--- config.mk ---
export PLATFORM = sky130hd
export DESIGN_NAME = fc_neuron_mac
export DESIGN_NICKNAME = d
export VERILOG_FILES = /design/src/rtl/fc_neuron_mac.sv
export SDC_FILE = /design/constraint.sdc
export NUM_CORES = 1
export LEC_CHECK = 0
export CAP_MARGIN = 25
export CORE_ASPECT_RATIO = 1.1
export CORE_MARGIN = 2
export CORE_UTILIZATION = 50
export DETAILED_ROUTE_END_ITERATION = 8
export HOLD_SLACK_MARGIN = 0.03
export PLACE_DENSITY = 0.68
export SLEW_MARGIN = 40
export SYNTH_ARGS = -nofsm -noshare
export SYNTH_HDL_FRONTEND = slang
export SYNTH_SLANG_ARGS = --single-unit
--- constraint.sdc ---
create_clock -name clk -period 15.4 [get_ports clk]
set_input_delay 1.54 -clock clk [delete_from_list [all_inputs] [get_ports clk]]
set_output_delay 1.54 -clock clk [all_outputs]
set_load 0.02 [all_outputs]
--- src/rtl/fc_neuron_mac.sv ---
// Purpose : sequential multiply-accumulate neuron. It takes K (x, w) pairs plus a bias and produces one rounded, saturated pre-activation y.
// Latency : y is valid 1 cycle after the last accepted pair.
// Backpressure: while a result waits for out_ready, in_ready stays low. A new vector starts on the cycle after the handshake.
//
// Ports:
//   clk, rst_n           - clock and synchronous active-low reset
//   in_valid/in_ready    - (x_in, w_in) pair handshake; bias is sampled on the first beat
//   x_in, w_in, bias     - signed Q(N-Q).Q operands
//   out_valid/out_ready  - result handshake
//   y, sat               - saturated Q(N-Q).Q result and clip flag (qualified by out_valid)
module fc_neuron_mac #(
    parameter int N     = 16,
    parameter int Q     = 12,
    parameter int K     = 8,
    parameter int ACC_W = 40
) (
    input  logic         clk,
    input  logic         rst_n,
    input  logic         in_valid,
    output logic         in_ready,
    input  logic [N-1:0] x_in,
    input  logic [N-1:0] w_in,
    input  logic [N-1:0] bias,
    output logic         out_valid,
    input  logic         out_ready,
    output logic [N-1:0] y,
    output logic         sat
);

    localparam int CNT_W = (K > 1) ? $clog2(K) : 1;

    // Rounding constant and saturation limits, expressed at the width of the final sum.
    localparam logic signed [ACC_W:0] RND   = {{(ACC_W+1-Q){1'b0}}, 1'b1, {(Q-1){1'b0}}};
    localparam logic signed [ACC_W:0] R_MAX = {{(ACC_W+2-N){1'b0}}, {(N-1){1'b1}}};
    localparam logic signed [ACC_W:0] R_MIN = {{(ACC_W+2-N){1'b1}}, {(N-1){1'b0}}};

    typedef enum logic {ST_ACC, ST_OUT} state_t;

    state_t                    state;
    logic [CNT_W-1:0]          cnt;
    logic signed [ACC_W-1:0]   acc;
    logic signed [N-1:0]       bias_q;

    logic                      accept;
    logic                      first_beat;
    logic                      last_beat;
    logic signed [2*N-1:0]     prod;
    logic signed [ACC_W-1:0]   prod_ext;
    logic signed [ACC_W-1:0]   acc_sum;
    logic signed [N-1:0]       bias_sel;
    logic signed [ACC_W:0]     bias_ext;
    logic signed [ACC_W:0]     s_full;
    logic signed [ACC_W:0]     s_rnd;
    logic signed [ACC_W:0]     r;
    logic [N-1:0]              y_nxt;
    logic                      sat_nxt;

    assign in_ready   = (state == ST_ACC);
    assign accept     = in_valid & in_ready;
    assign first_beat = (cnt == '0);
    assign last_beat  = (cnt == CNT_W'(K-1));

    always_comb begin
        prod     = $signed(x_in) * $signed(w_in);
        prod_ext = {{(ACC_W-2*N){prod[2*N-1]}}, prod};
        // On the first beat the stale accumulator is ignored, so no separate clear cycle is needed.
        acc_sum  = (first_beat ? '0 : acc) + prod_ext;
        // With K=1 the first beat is also the last one, so the bias comes straight from the port.
        bias_sel = first_beat ? $signed(bias) : bias_q;
        bias_ext = {{(ACC_W+1-N){bias_sel[N-1]}}, bias_sel};
        s_full   = {acc_sum[ACC_W-1], acc_sum} + (bias_ext <<< Q);
        s_rnd    = s_full + RND;
        r        = s_rnd >>> Q;

        y_nxt    = r[N-1:0];
        sat_nxt  = 1'b0;
        if (r > R_MAX) begin
            y_nxt   = {1'b0, {(N-1){1'b1}}};
            sat_nxt = 1'b1;
        end else if (r < R_MIN) begin
            y_nxt   = {1'b1, {(N-1){1'b0}}};
            sat_nxt = 1'b1;
        end
    end

    always_ff @(posedge clk) begin
        if (!rst_n) begin
            state     <= ST_ACC;
            cnt       <= '0;
            acc       <= '0;
            bias_q    <= '0;
            out_valid <= 1'b0;
            y         <= '0;
            sat       <= 1'b0;
        end else begin
            case (state)
                ST_ACC: begin
                    if (accept) begin
                        acc <= acc_sum;
                        if (first_beat) begin
                            bias_q <= $signed(bias);
                        end
                        if (last_beat) begin
                            cnt       <= '0;
                            state     <= ST_OUT;
                            out_valid <= 1'b1;
                            y         <= y_nxt;
                            sat       <= sat_nxt;
                        end else begin
                            cnt <= cnt + 1'b1;
                        end
                    end
                end
                ST_OUT: begin
                    if (out_ready) begin
                        out_valid <= 1'b0;
                        state     <= ST_ACC;
                    end
                end
                default: state <= ST_ACC;
            endcase
        end
    end

endmodule
After elaboration in Yosys (flattened, before gate mapping)
Index checks and enable logic that the tools add are counted.
- flip-flop bits (word level): 78
- logic and storage cells: 39
- $add $sub $neg: 4
- multiply operators: 1
- magnitude comparators: 2
- equal/unequal tests: 4
- multiplexer cells: 15
- bitwise gates (word level): 2
- reduce and logical (&&, ||, !) cells: 4
- operators with widths (cell ; count):
    $mux W16 ; 3
    $add A40 B28 Y41 ; 1
    $add A41 B13 Y41 const B ; 1
    $add A40 B40 Y40 ; 1
    $mux W40 ; 1
    $mul A16 B16 Y32 ; 1
    $gt A29 B16 Y1 const B ; 1
    $lt A29 B16 Y1 const B ; 1
    $mux W1 ; 8
    $reduce_and A3 Y1 ; 2
    $ne A2 B1 Y1 const B ; 2
    $pmux W1 S2 ; 2
    $add A3 B1 Y3 const B ; 1
    $eq A3 B3 Y1 const B ; 1
    $logic_not A3 Y1 ; 1
    $mux W3 ; 1
    $ne A2 B2 Y1 const B ; 1
    $reduce_and A2 Y1 ; 1
    $and A1 B1 Y1 ; 1
    $not A1 Y1 ; 1

Logic depth before layout (Yosys ltp)
Gate-level depths: netlist of run 1.
- depth in word-level cells: 8
- mapped depth: 54
- depth with buffers taken out: 52

Worst setup path before layout of run 1
Ideal clock, no wire load.
- path kind: input -> register
- start: in w_in[1]
- end: reg y[4]
- arrival time: 11.405 ns
- data required time: 15.338 ns
- slack: 3.933 ns
- cell stages on the path: 41
- cells stage by stage: clkbuf_1 nand2_1 fa_1 fa_1 inv_1 fa_1 fa_1 fa_1 inv_1 fa_1 inv_1 ha_1 a21o_1 a2111oi_0 o21ai_1 a32o_1 a41o_1 xor2_1 (+5 left out) a31oi_1 a211oi_1 o21bai_1 a21oi_1 xnor2_1 ha_1 a41oi_1 o21ai_0 a21oi_1 o21ai_0 xnor2_1 and4b_1 nand3b_1 or4_4 o41ai_4 buf_6 a21oi_2 nor2_2
- cells in the longest elaborated chain, start to end: 7
- elaborated cells between the ends (all ways): 8
- classes of those cells: 3 x add/sub; 1 x mul; 2 x order compare; 2 x mux
- ends and longest elaborated chain (item ; RTL line ; text):
    start, declared ; 22 ; input logic [N-1:0] w_in,
    $mul A16 B16 Y32 (*) ; 64 ; prod = $signed(x_in) * $signed(w_in);
    $add A40 B40 Y40 (*) ; 67 ; acc_sum = (first_beat ? '0 : acc) + prod_ext;
    via acc_sum[33] ; 49 ; logic signed [ACC_W-1:0] acc_sum;
    $add A40 B28 Y41 (*) ; 71 ; s_full = {acc_sum[ACC_W-1], acc_sum} + (bias_ext <<< Q);
    $add A41 B13 Y41 (*) ; 72 ; s_rnd = s_full + RND;
    $lt A29 B16 Y1 ; 80 ; end else if (r < R_MIN) begin
    $mux W16 ; 80 ;
    $mux W16 (*) ; 77 ; if (r > R_MAX) begin
    end signal, assigned ; 107 ; y <= y_nxt;
    end, declared ; 26 ; output logic [N-1:0] y,
Mark *: on every way through the listed nets, which the timed path passes. The rest lies on a longest branch.
A chain may end at the register's enable or synchronous reset.

Worst setup path after layout of run 1
- start: in x_in[15]
- end: reg y[2]
- cells in the longest elaborated chain, start to end: 7
- elaborated cells between the ends (all ways): 8
- classes of those cells: 3 x add/sub; 1 x mul; 2 x order compare; 2 x mux
- ends and longest elaborated chain (item ; RTL line ; text):
    start, declared ; 21 ; input logic [N-1:0] x_in,
    $mul A16 B16 Y32 (*) ; 64 ;
    $add A40 B40 Y40 (*) ; 67 ;
    via acc_sum[34] ; 49 ;
    $add A40 B28 Y41 (*) ; 71 ;
    $add A41 B13 Y41 (*) ; 72 ;
    $lt A29 B16 Y1 ; 80 ;
    $mux W16 ; 80 ;
    $mux W16 (*) ; 77 ;
Marks and branches as above.

==> flow_results.org, run 1 <==
** Synth
- Synth Net Count :: 2476
- Post-synthesis instance area :: 16500 µm²
- A synthesized cell averages 8.20 µm².
- Fraction of synthesis flops using an asynchronous set or reset pin :: 0%
- The netlist uses 76 different library cells.
- The Yosys step of the flow raised 0 warnings.
- EDFF count, synth :: 0
- Most used flip-flop cell after synthesis :: dfxtp_1
- Synthesis handed over a netlist of 2011 instances.
- After synthesis, flip-flops and latches occupy 9.47% of the total area.
- Count of state elements after synthesis :: 78

** STA
- Post-route minimum period :: 13.39 ns
- For the pin with the worst max-slew slack, the measured transition is 0.803 ns.
- RSZ-0062 raised after global routing :: false
- The final number of hold-violating endpoints is 0.
- Remaining max-slew budget at the tightest pin :: 46.3%
- FMAX :: 74.7 MHz
- Ratio of final minimum period to clock period :: 86.9%
- For the final database, setup skew stands at 0.0126 ns.
- Final total negative setup slack :: 0 ns
- Endpoints failing setup :: 0
- The final-report max-slew violation count is 0.

** Setup path
- CP max stage cell :: clkdlybuf4s50_1
- Critical setup path kind :: input pin to flip-flop
- In this design, the stage delay of the slowest critical-path cell is 0.88 ns.
- Required time of the worst setup path :: 15.69 ns
- STA classifies the critical path startpoint as an input pin.
- In this run the worst path has a maximum fanout of 16.
- Measured in cells, the most critical reg-to-reg path has a length of 33.
- In this run the critical register-to-register path is launched from cnt[0].
- Critical path endpoint category :: flip-flop
- The endpoint identified for the worst register-to-register timing path is y[2].
- Launch point of the critical path :: x_in[15]
- In this design, the critical path's most frequently occurring cell is fa_1.
- WP data arrival :: 13.68 ns
- For flop-to-flop paths, the worst setup slack is 7.00 ns.

** CTS
- Max H-tree Level :: 3
- Count of cells resized by post-cts repair :: 0
- Clock latency on the worst-skew pair, taken at its later pin, is 0.36 ns.
- CTS root buffer :: clkbuf_16
- After clock tree synthesis, the clock-pin slew on the worst setup and hold paths is 0.07 ns.
- TritonCTS created 9 clock buffers.
- The clock net in this run drives a total of 78 sinks.
- CTS tree :: yes
- Number of buffers on the longest clock path :: 2
- Hold repair after CTS inserted 0 buffers.
- The number of setup buffers added after CTS is 0.

** Floorplan
- Core area :: 32400 µm²
- Measured along the x axis, the die boundary spans 177 µm.
- Number of cell rows :: 69
- Area of the die :: 34400 µm²
- Die Y-Extent :: 194 µm
- Effective utilization at floorplan :: 50.9%
- During I/O placement, the number of pins put on the boundary was 71.

** Place
- Final estimated routing congestion in global placement :: 0.868
- Port buffering added 70 buffers.
- The wire-length estimate of the detail-placed layout is 30.1 mm.

** Min path
- In this run the worst hold path is classified as flip-flop to flip-flop.
- The worst hold path terminates at acc[7].
- In this run the most critical hold path is launched from acc[7].
- The worst hold path passes through 2 cells.

** Route
- Drt total wl :: 38.0 mm
- For this block, the initial DRC count from the detailed router was 680.
- Via count :: 13176
- For this run, design rule violations remaining after detail routing come to 0.
- Avg WL per Cell :: 15.4 µm
- The first TritonRoute pass finished after 5 iterations.
- After detailed routing, the number of vias per cell comes to 5.35.
- ANT nets after route :: 0

** Layout
- Total number of nets in the final design :: 2498
- In the final layout, flip-flops and latches occupy 1560 µm².
- Fraction of final layout cells sized beyond drive strength 1 :: 3.14%
- Filler Cells Inserted :: 3065
- Cells fill 55.1% of the core in the end.
- 0 antenna diodes ended up in the layout.
- Area growth from synthesis to layout :: 8.21%
- Total area of multi-input combinational cells :: 13400 µm²

** GRT
- Entering global routing, the biggest net connects 63 pins.
- First-pass GRT wire length :: 67.1 mm
- Overall overflow remaining after global route :: 0
- Global routing used 23.6% of the available tracks across all layers.
- The via count of the first global-routing pass came to 13876.
- The initial antenna violation count is 0.

** Job
- Max-cap check violation count :: 0

** Status
- The flow ran to the end, and the final reports show no timing, DRC or antenna violations.
worst max path at each step:
stage / slack (ns) / end / cells after the start
detailed placement: 1.72 / y[2] / 38
CTS: 2.00 / y[0] / 38
global placement: 1.71 / y[9] / 37
finish: 2.01 / y[2] / 38
floorplan: 3.93 / y[4] / 41
global route: 1.18 / y[2] / 38
registers in the layout (all words and copies together), names as in the netlist:
name,count
acc,40
bias_q,16
cnt,3
out_valid,1
sat,1
state,1
y,16
cell families after synthesis:
| group | synth area share [%] |
|---|---|
| AO/OA/AOI/OAI | 13.0 |
| XOR/XNOR | 5.29 |
| adder cells (fa/ha/maj) | 43.4 |
| buffers and inverters | 9.50 |
| flip-flops | 9.47 |
| multiplexers | 0.0607 |
| AND/OR/NAND/NOR | 19.3 |
cell usage in the layout (no fill, tap or decap), drive strengths merged, types with 39 or more instances in the layout:
cell and instances:
inv 348, nand2 307, fa 264, ha 149
and2 147, a21oi 125, nor2 107, dfxtp 78
clkdlybuf4s50 70, o21ai 69, xnor2 63, a21o 39
cell usage after synthesis, drive strengths merged (3+ instances only):
cell type | instances | area share (%)
or3 | 3 | 0.11
fa | 264 | 32
a211o | 6 | 0.32
o21a | 12 | 0.55
nor3 | 32 | 1.0
a21oi | 125 | 4.1
or2 | 4 | 0.15
nor2b | 12 | 0.46
inv | 347 | 7.9
a21boi | 3 | 0.14
nand3 | 20 | 0.61
and2 | 147 | 5.6
buf | 5 | 0.17
a221oi | 3 | 0.16
o21ai | 69 | 2.1
nor4 | 3 | 0.15
a41oi | 3 | 0.16
and3 | 7 | 0.27
o21bai | 11 | 0.50
nand4 | 7 | 0.27
a211oi | 9 | 0.44
nor2 | 107 | 2.6
o211ai | 8 | 0.36
a21o | 39 | 1.8
ha | 149 | 11
xor2 | 33 | 1.8
dfxtp | 78 | 9.5
a31oi | 12 | 0.49
nand2b | 20 | 0.76
xnor2 | 63 | 3.3
a2111oi | 3 | 0.27
nand2 | 307 | 7.0
clkbuf | 62 | 1.4
o31ai | 3 | 0.14
layer usage:
| metal | vias to the layer above | GRT usage [%] | part of all wire (%) |
|---|---|---|---|
| met5 | - | 0 | 0 |
| met1 | 6421 | 33.5 | 48 |
| met2 | 316 | 38.8 | 46 |
| met4 | 0 | 5.45 | 1.7 |
| li1 | 6388 | - | - |
| met3 | 51 | 2.33 | 4.4 |
final cells by class:
type / count / share of cell area (%)
Timing Repair Buffer: 78 / 4.27
Clock inverter: 6 / 0.393
Inverter: 348 / 7.32
Clock buffer: 10 / 1.34
Multi-Input combinational cell: 1518 / 74.9
Tap cell: 426 / 2.99
Sequential cell: 78 / 8.75
worst max-delay path, delay by kind of cell:
family / cells / cell delay, ns
buffers and inverters: 6 / 2.00
adder cells (fa/ha/maj): 9 / 4.37
AND/OR/NAND/NOR: 8 / 1.71
AO/OA/AOI/OAI: 12 / 3.37
XOR/XNOR: 3 / 0.67
metrics by stage:
step	area (µm²)	std cells	setup WS [ns]	hold WS (ns)
after floorplan	16500	2011	3.93	0.427
after global placement	17500	2447	1.71	0.434
after detailed placement	17500	2448	1.72	0.441
after CTS	17800	2464	2.00	0.450
after global routing	17800	2464	1.18	0.468
final	17800	2464	2.01	0.448
Power of run 1 is not shown: default switching activity piles up to over one toggle a cycle in this logic, so the estimate is an artifact.
==> run 2, diff against run 1 <==
--- a/config.mk
+++ b/config.mk
@@ -7,11 +7,11 @@
 export LEC_CHECK = 0
 export CAP_MARGIN = 25
 export CORE_ASPECT_RATIO = 1.1
-export CORE_MARGIN = 2
 export CORE_UTILIZATION = 50
 export DETAILED_ROUTE_END_ITERATION = 8
 export HOLD_SLACK_MARGIN = 0.03
 export PLACE_DENSITY = 0.68
+export SKIP_LAST_GASP = 1
 export SLEW_MARGIN = 40
 export SYNTH_ARGS = -nofsm -noshare
 export SYNTH_HDL_FRONTEND = slang
==> run 2 against run 1 <==
Net effect:
- register-to-register slack better by 0.38 ns
- global-route usage is 0.41 points higher
- routed wire length is 1.1% lower
- worst hold slack worse by 0.0029 ns
- flip-flop and latch count stayed put
- first-iteration DRC count is 1.8% lower
- final cell count stayed put
- die area is 2.1% lower
- maximum frequency is 0.53% higher
- sequential share of layout area hardly changed
- critical path type unchanged
- highest routed layer unchanged
==> flow_results.org, run 2 (synthesis gave the netlist of run 1 again) <==
** Status
- Result of the run :: completed

** STA
- The smallest clock period supported by the final layout is computed as 13.32 ns.
- Ratio of final minimum period to clock period :: 86.5%
- Pin slew with the least headroom to its limit :: 0.781 ns
- The final-report max-slew violation count was 0.
- Static timing analysis puts the maximum clock frequency at 75.1 MHz.
- Remaining max-slew budget at the tightest pin :: 47.8%
- Endpoints failing setup :: 0
- Maximum clock skew at final layout :: 0.0143 ns
- RSZ-0062 raised after global routing :: false
- The final number of hold-violating endpoints was 0.
- Summed over all failing endpoints, the final setup total negative slack is 0 ns.

** Setup path
- For this run, the slowest stage of the critical path takes 0.90 ns.
- In this run the critical register-to-register path is launched from cnt[0].
- Critical setup path kind :: input pin to flip-flop
- Library cell appearing most often on the critical path :: fa_1
- STA puts the critical path data required time at 15.68 ns.
- Crit Path Max Fanout :: 16
- Data arrives at the worst endpoint at 13.60 ns.
- Startpoint type of the worst setup path :: input pin
- Launch point of the critical path :: x_in[15]
- CP max stage cell :: clkdlybuf4s50_1
- STA classifies the critical path endpoint as a flip-flop.

** Route
- Total met2 wirelength after detailed routing :: 17.7 mm
- Dividing the detail-routed via count by the number of cells gives 5.37.
- Via count :: 13227
- Wire length on met1 :: 17.4 mm
- Number of DRC violations after detailed-routing iteration 0 :: 668
- Number of detailed-route iterations in the first pass :: 5
- Topmost layer with routed signal wires :: met4
- ANT nets after route :: 0
- Avg WL per Cell :: 15.3 µm
- In the routed design, unresolved DRC markers number 0.
- The final layout contains routed wiring with a total length of 37.6 mm.
- Summed over all nets, wire length on met3 after detailed routing comes to 1.96 mm.

** Layout
- Finished Core Util :: 55.0%
- More flip-flops sit in one register than any other, and that register is acc.
- Fraction of final layout cells sized beyond drive strength 1 :: 3.14%
- Commonest non-fill, non-tap cells in the layout :: inv_1, nand2_1, fa_1
- Filler Cells Inserted :: 3014
- Flip-flop count of the largest register after layout :: 40
- Count of antenna diodes in the layout :: 0
- Most common cell after layout, fill and taps aside :: inv_1
- Total number of nets in the final design :: 2498
- Area growth from synthesis to layout :: 8.04%
- The largest registers in the layout are acc: 40 flops, bias_q: 16 flops, y: 16 flops.

** CTS
- In this run, post-CTS hold repair placed 0 buffers.
- CTS tree :: yes
- Once the clock tree was built, the setup fixing pass inserted 0 buffers.
- Buffers inserted during clock tree synthesis total 9.
- Clock latency on the worst-skew pair :: 0.35 ns
- The tree is rooted in a clkbuf_16.
- Clock Sinks :: 78
- Count of cells resized by post-cts repair :: 0
- CTS built an H-tree with a depth of 3.
- Number of buffers on the longest clock path :: 2
- Clk slew on worst S/H paths :: 0.06 ns

** GRT
- Overall overflow remaining after global route :: 0
- The first global-routing pass estimated 66.1 mm of wire.
- Initial antenna violation count :: 0
- Entering global routing, the biggest net connects 63 pins.
- Number of global-route vias before repair :: 13801
- Across every metal layer, demand over resource in global routing totals 24.0%.

** Min path
- The min-delay analysis places its worst path in the category flip-flop to flip-flop.
- The startpoint identified for the worst hold timing path is acc[3].

** Place
- Buffers added on ports :: 70
- At the end of routability-driven placement, the weighted congestion stood at 0.883.
- Post-DP HPWL :: 29.9 mm

** Floorplan
- Die extent in x :: 175 µm
- Die Y-Extent :: 192 µm
- Core area :: 32400 µm²
- Area of the die :: 33700 µm²
- Once the floorplan was initialized, standard cells occupied 50.9% of the core.
- Number of cell rows :: 69
- 71 I/O pins were placed.

** Job
- The tool flagged a number of max-cap violations equal to 0.
==> run 2: path summary, 6_finish.rpt <==
| kind | to | slack, ns | depth (start not counted) |
|---|---|---|---|
| worst max register to register | y[0] | 7.38 | 33 |
| worst min register to register | acc[3] | 0.45 | 2 |
| worst max-delay path | y[0] | 2.08 | 38 |
| worst min-delay path | acc[3] | 0.45 | 2 |
==> run 2: layout make-up <==
type / count / area, µm² / area share (%)
multi-input combinational: 1518 / 13400 / 75.1
sequential: 78 / 1560 / 8.77
inverter: 348 / 1310 / 7.34
timing repair buffer: 78 / 761 / 4.27
tap: 426 / 533 / 2.99
clock buffer: 9 / 225 / 1.26
clock inverter: 7 / 56.3 / 0.316
==> run 2: metrics by stage <==
step	setup slack [ns]	instance area, µm²	hold WS (ns)	cells
detailed placement	1.78	17500	0.440	2448
global route	1.16	17800	0.467	2464
global placement	1.68	17500	0.434	2447
CTS	2.09	17800	0.449	2464
floorplan	3.93	16500	0.427	2011
finish	2.08	17800	0.445	2464
==> run 2: worst max-delay path: cells and delay by family <==
kind            cells  cell delay, ns
xor+xnor            3            0.67
buf+inv             6            1.99
compound gates     12            3.33
simple gates        8            1.71
fa+ha+maj           9            4.35
==> run 2: per-layer routing <==
metal | GRT usage (%) | up-vias
met3 | 3.13 | 44
met2 | 40.4 | 348
met5 | 0 | -
met4 | 5.02 | 0
li1 | - | 6387
met1 | 33.0 | 6448
Power of run 2 is left out for the same reason.
==> run 3, diff against run 2 <==
--- a/config.mk
+++ b/config.mk
@@ -12,7 +12,6 @@
 export HOLD_SLACK_MARGIN = 0.03
 export PLACE_DENSITY = 0.68
 export SKIP_LAST_GASP = 1
-export SLEW_MARGIN = 40
 export SYNTH_ARGS = -nofsm -noshare
 export SYNTH_HDL_FRONTEND = slang
 export SYNTH_SLANG_ARGS = --single-unit
==> run 3 against run 2 <==
Net effect:
- worst hold slack hardly changed
- critical path type unchanged
- worst setup slack gained 0.21 ns
- critical path depth up 3
- design area hardly changed
- largest cell class unchanged
- highest routed layer unchanged
==> flow_results.org, run 3 (synthesis gave the netlist of run 1 again) <==
** STA
- The final-report max-slew violation count was 0.
- Fin. Hold Viols :: 0
- For the pin with the worst max-slew slack, the measured transition is 0.781 ns.
- RSZ-0062 raised after global routing :: false
- Setup violations remaining at the end of the flow were counted as 0.
- Based on the critical path, the design can be clocked at up to 76.3 MHz.
- Counting I/O delays and the setup requirement, the final critical path takes 13.11 ns.
- Final total negative setup slack :: 0 ns
- On the final layout, the worst hold slack is 0.445 ns.
- Remaining max-slew budget at the tightest pin :: 47.8%
- Maximum clock skew at final layout :: 0.0112 ns
- Ratio of final minimum period to clock period :: 85.1%

** Setup path
- Delay of the slowest critical-path stage :: 0.89 ns
- In this run the register-to-register setup slack is 7.47 ns.
- Crit Reg-Reg Endpoint :: y[9]
- The critical path in this run is classified as input pin to flip-flop.
- Required time of the worst setup path :: 15.65 ns
- Startpoint type of the worst setup path :: input pin
- Library cell appearing most often on the critical path :: fa_1
- Worst reg2reg path startpoint :: cnt[0]
- Counting cells, the worst reg-to-reg path comes to 34.
- WP data arrival :: 13.36 ns
- STA classifies the critical path endpoint as a flip-flop.
- CP max stage cell :: clkdlybuf4s50_1
- Crit Path Max Fanout :: 16

** CTS
- For the worst-skew pair, the clock arrives at the later sink with an insertion delay of 0.36 ns.
- Number of buffers on the longest clock path :: 2
- Clk slew on worst S/H paths :: 0.07 ns
- Max H-tree Level :: 3
- TritonCTS buffer count :: 9
- CTS root buffer :: clkbuf_16
- Buffers inserted to repair hold after CTS numbered 0.
- TritonCTS built the clock tree.
- Count of cells resized by post-cts repair :: 0
- Post-CTS repair timing setup buffer count :: 0
- Counting every sink on the clock net gives 78.

** Layout
- The largest registers in the layout are acc: 40 flops, bias_q: 16 flops, y: 16 flops.
- Flip-flop count of the largest register after layout :: 40
- Final design area excluding fillers :: 17800 µm²
- Layout Cells excl Fill :: 2464
- Ranked by flip-flop count, first place goes to acc.
- Fill cells in the final layout number 3044.
- The number of antenna diodes in the final layout is 0.
- In the final design database the tool counted 2498 nets.
- Area growth from synthesis to layout :: 8.06%
- In the layout the commonest cells are inv_1, nand2_1, fa_1.
- Fraction of final layout cells sized beyond drive strength 1 :: 3.14%
- Leaving out fill and tap cells, the most frequent cell in the layout is inv_1.

** Job
- Max-cap check violation count :: 0

** Floorplan
- From left edge to right edge, the die measures 175 µm.
- The total area inside the core boundary comes to 32400 µm².
- The die covers 33700 µm².
- In this run the core area contains 69 standard-cell rows.
- Effective utilization at floorplan :: 50.9%
- In this run the vertical extent of the chip is 192 µm.
- In this run the count of I/O pins placed on the die edge is 71.

** GRT
- The via count of the first global-routing pass is 13630.
- The initial antenna violation count is 0.
- For this run the aggregate overflow at the end of global routing stands at 0.
- Largest net degree at the start of global routing :: 63
- The first global-routing pass estimated 66.0 mm of wire.
- All-layer global routing usage :: 23.9%

** Min path
- Along the worst hold path, the cell count comes to 2.
- In this run the most critical hold path is launched from acc[3].
- The path class of the tightest hold or removal check is flip-flop to flip-flop.
- For hold timing, the worst endpoint is acc[3].

** Route
- Remaining design rule violation count :: 0
- The routed layout has 13216 vias.
- The routed design has 37.7 mm of wire.
- Avg WL per Cell :: 15.3 µm
- Number of DRC violations after detailed-routing iteration 0 :: 703
- The count of nets left with antenna violations once routing finished came out at 0.
- Number of detailed-route iterations in the first pass :: 5
- Routed via count divided by cell count :: 5.36

** Place
- At the end of routability-driven placement, the weighted congestion stood at 0.883.
- After detailed placement, the total cell area comes to 17500 µm².
- The HPWL after detailed placement is 29.9 mm.
- Buffers added on ports :: 70
- After detailed placement, the design holds a cell count of 2447.

** Status
- The flow ran to the end, and the final reports show no timing, DRC or antenna violations.
-- run 3: worst max-delay path by stage --
| stage | slack [ns] | end | start | depth (start not counted) |
|---|---|---|---|---|
| after global routing | 1.40 | y[3] | x_in[15] | 38 |
| after detailed placement | 1.62 | y[3] | x_in[15] | 37 |
| after global placement | 1.68 | y[9] | x_in[15] | 37 |
| final | 2.29 | y[9] | x_in[15] | 41 |
| after CTS | 1.92 | y[9] | x_in[15] | 37 |
| after floorplan | 3.93 | y[4] | w_in[1] | 41 |
-- run 3: through the flow --
stage | util, % | worst slack [ns]
6_report | 55.0 | 2.29
5_1_grt | 55.0 | 1.40
4_1_cts | 55.0 | 1.92
3_5_place_dp | 54.1 | 1.62
3_3_place_gp | 54.1 | 1.68
2_1_floorplan | - | 3.93
-- run 3: final cells by class --
class | instances | area (µm²) | area share, %
inverter | 348 | 1310 | 7.33
clock inverter | 7 | 56.3 | 0.316
clock buffer | 9 | 225 | 1.26
multi-input combinational | 1518 | 13400 | 75.0
timing repair buffer | 78 | 764 | 4.29
tap | 426 | 533 | 2.99
sequential | 78 | 1560 | 8.77
-- run 3: metal layers --
metal  vias to the layer above  GRT usage (%)  share of wire (%)
met1                      6447           33.2                 47
li1                       6389              -                  -
met5                         -              0                  0
met3                        50           2.84                5.0
met2                       330           40.2                 47
met4                         0           4.65                1.4
-- run 3: worst max-delay path, delay by kind of cell --
family / cells / cell delay [ns]
buf+inv: 5 / 1.44
simple gates: 6 / 1.01
fa+ha+maj: 9 / 4.36
xor+xnor: 3 / 0.69
compound gates: 18 / 4.29
Power of run 3 is left out for the same reason.
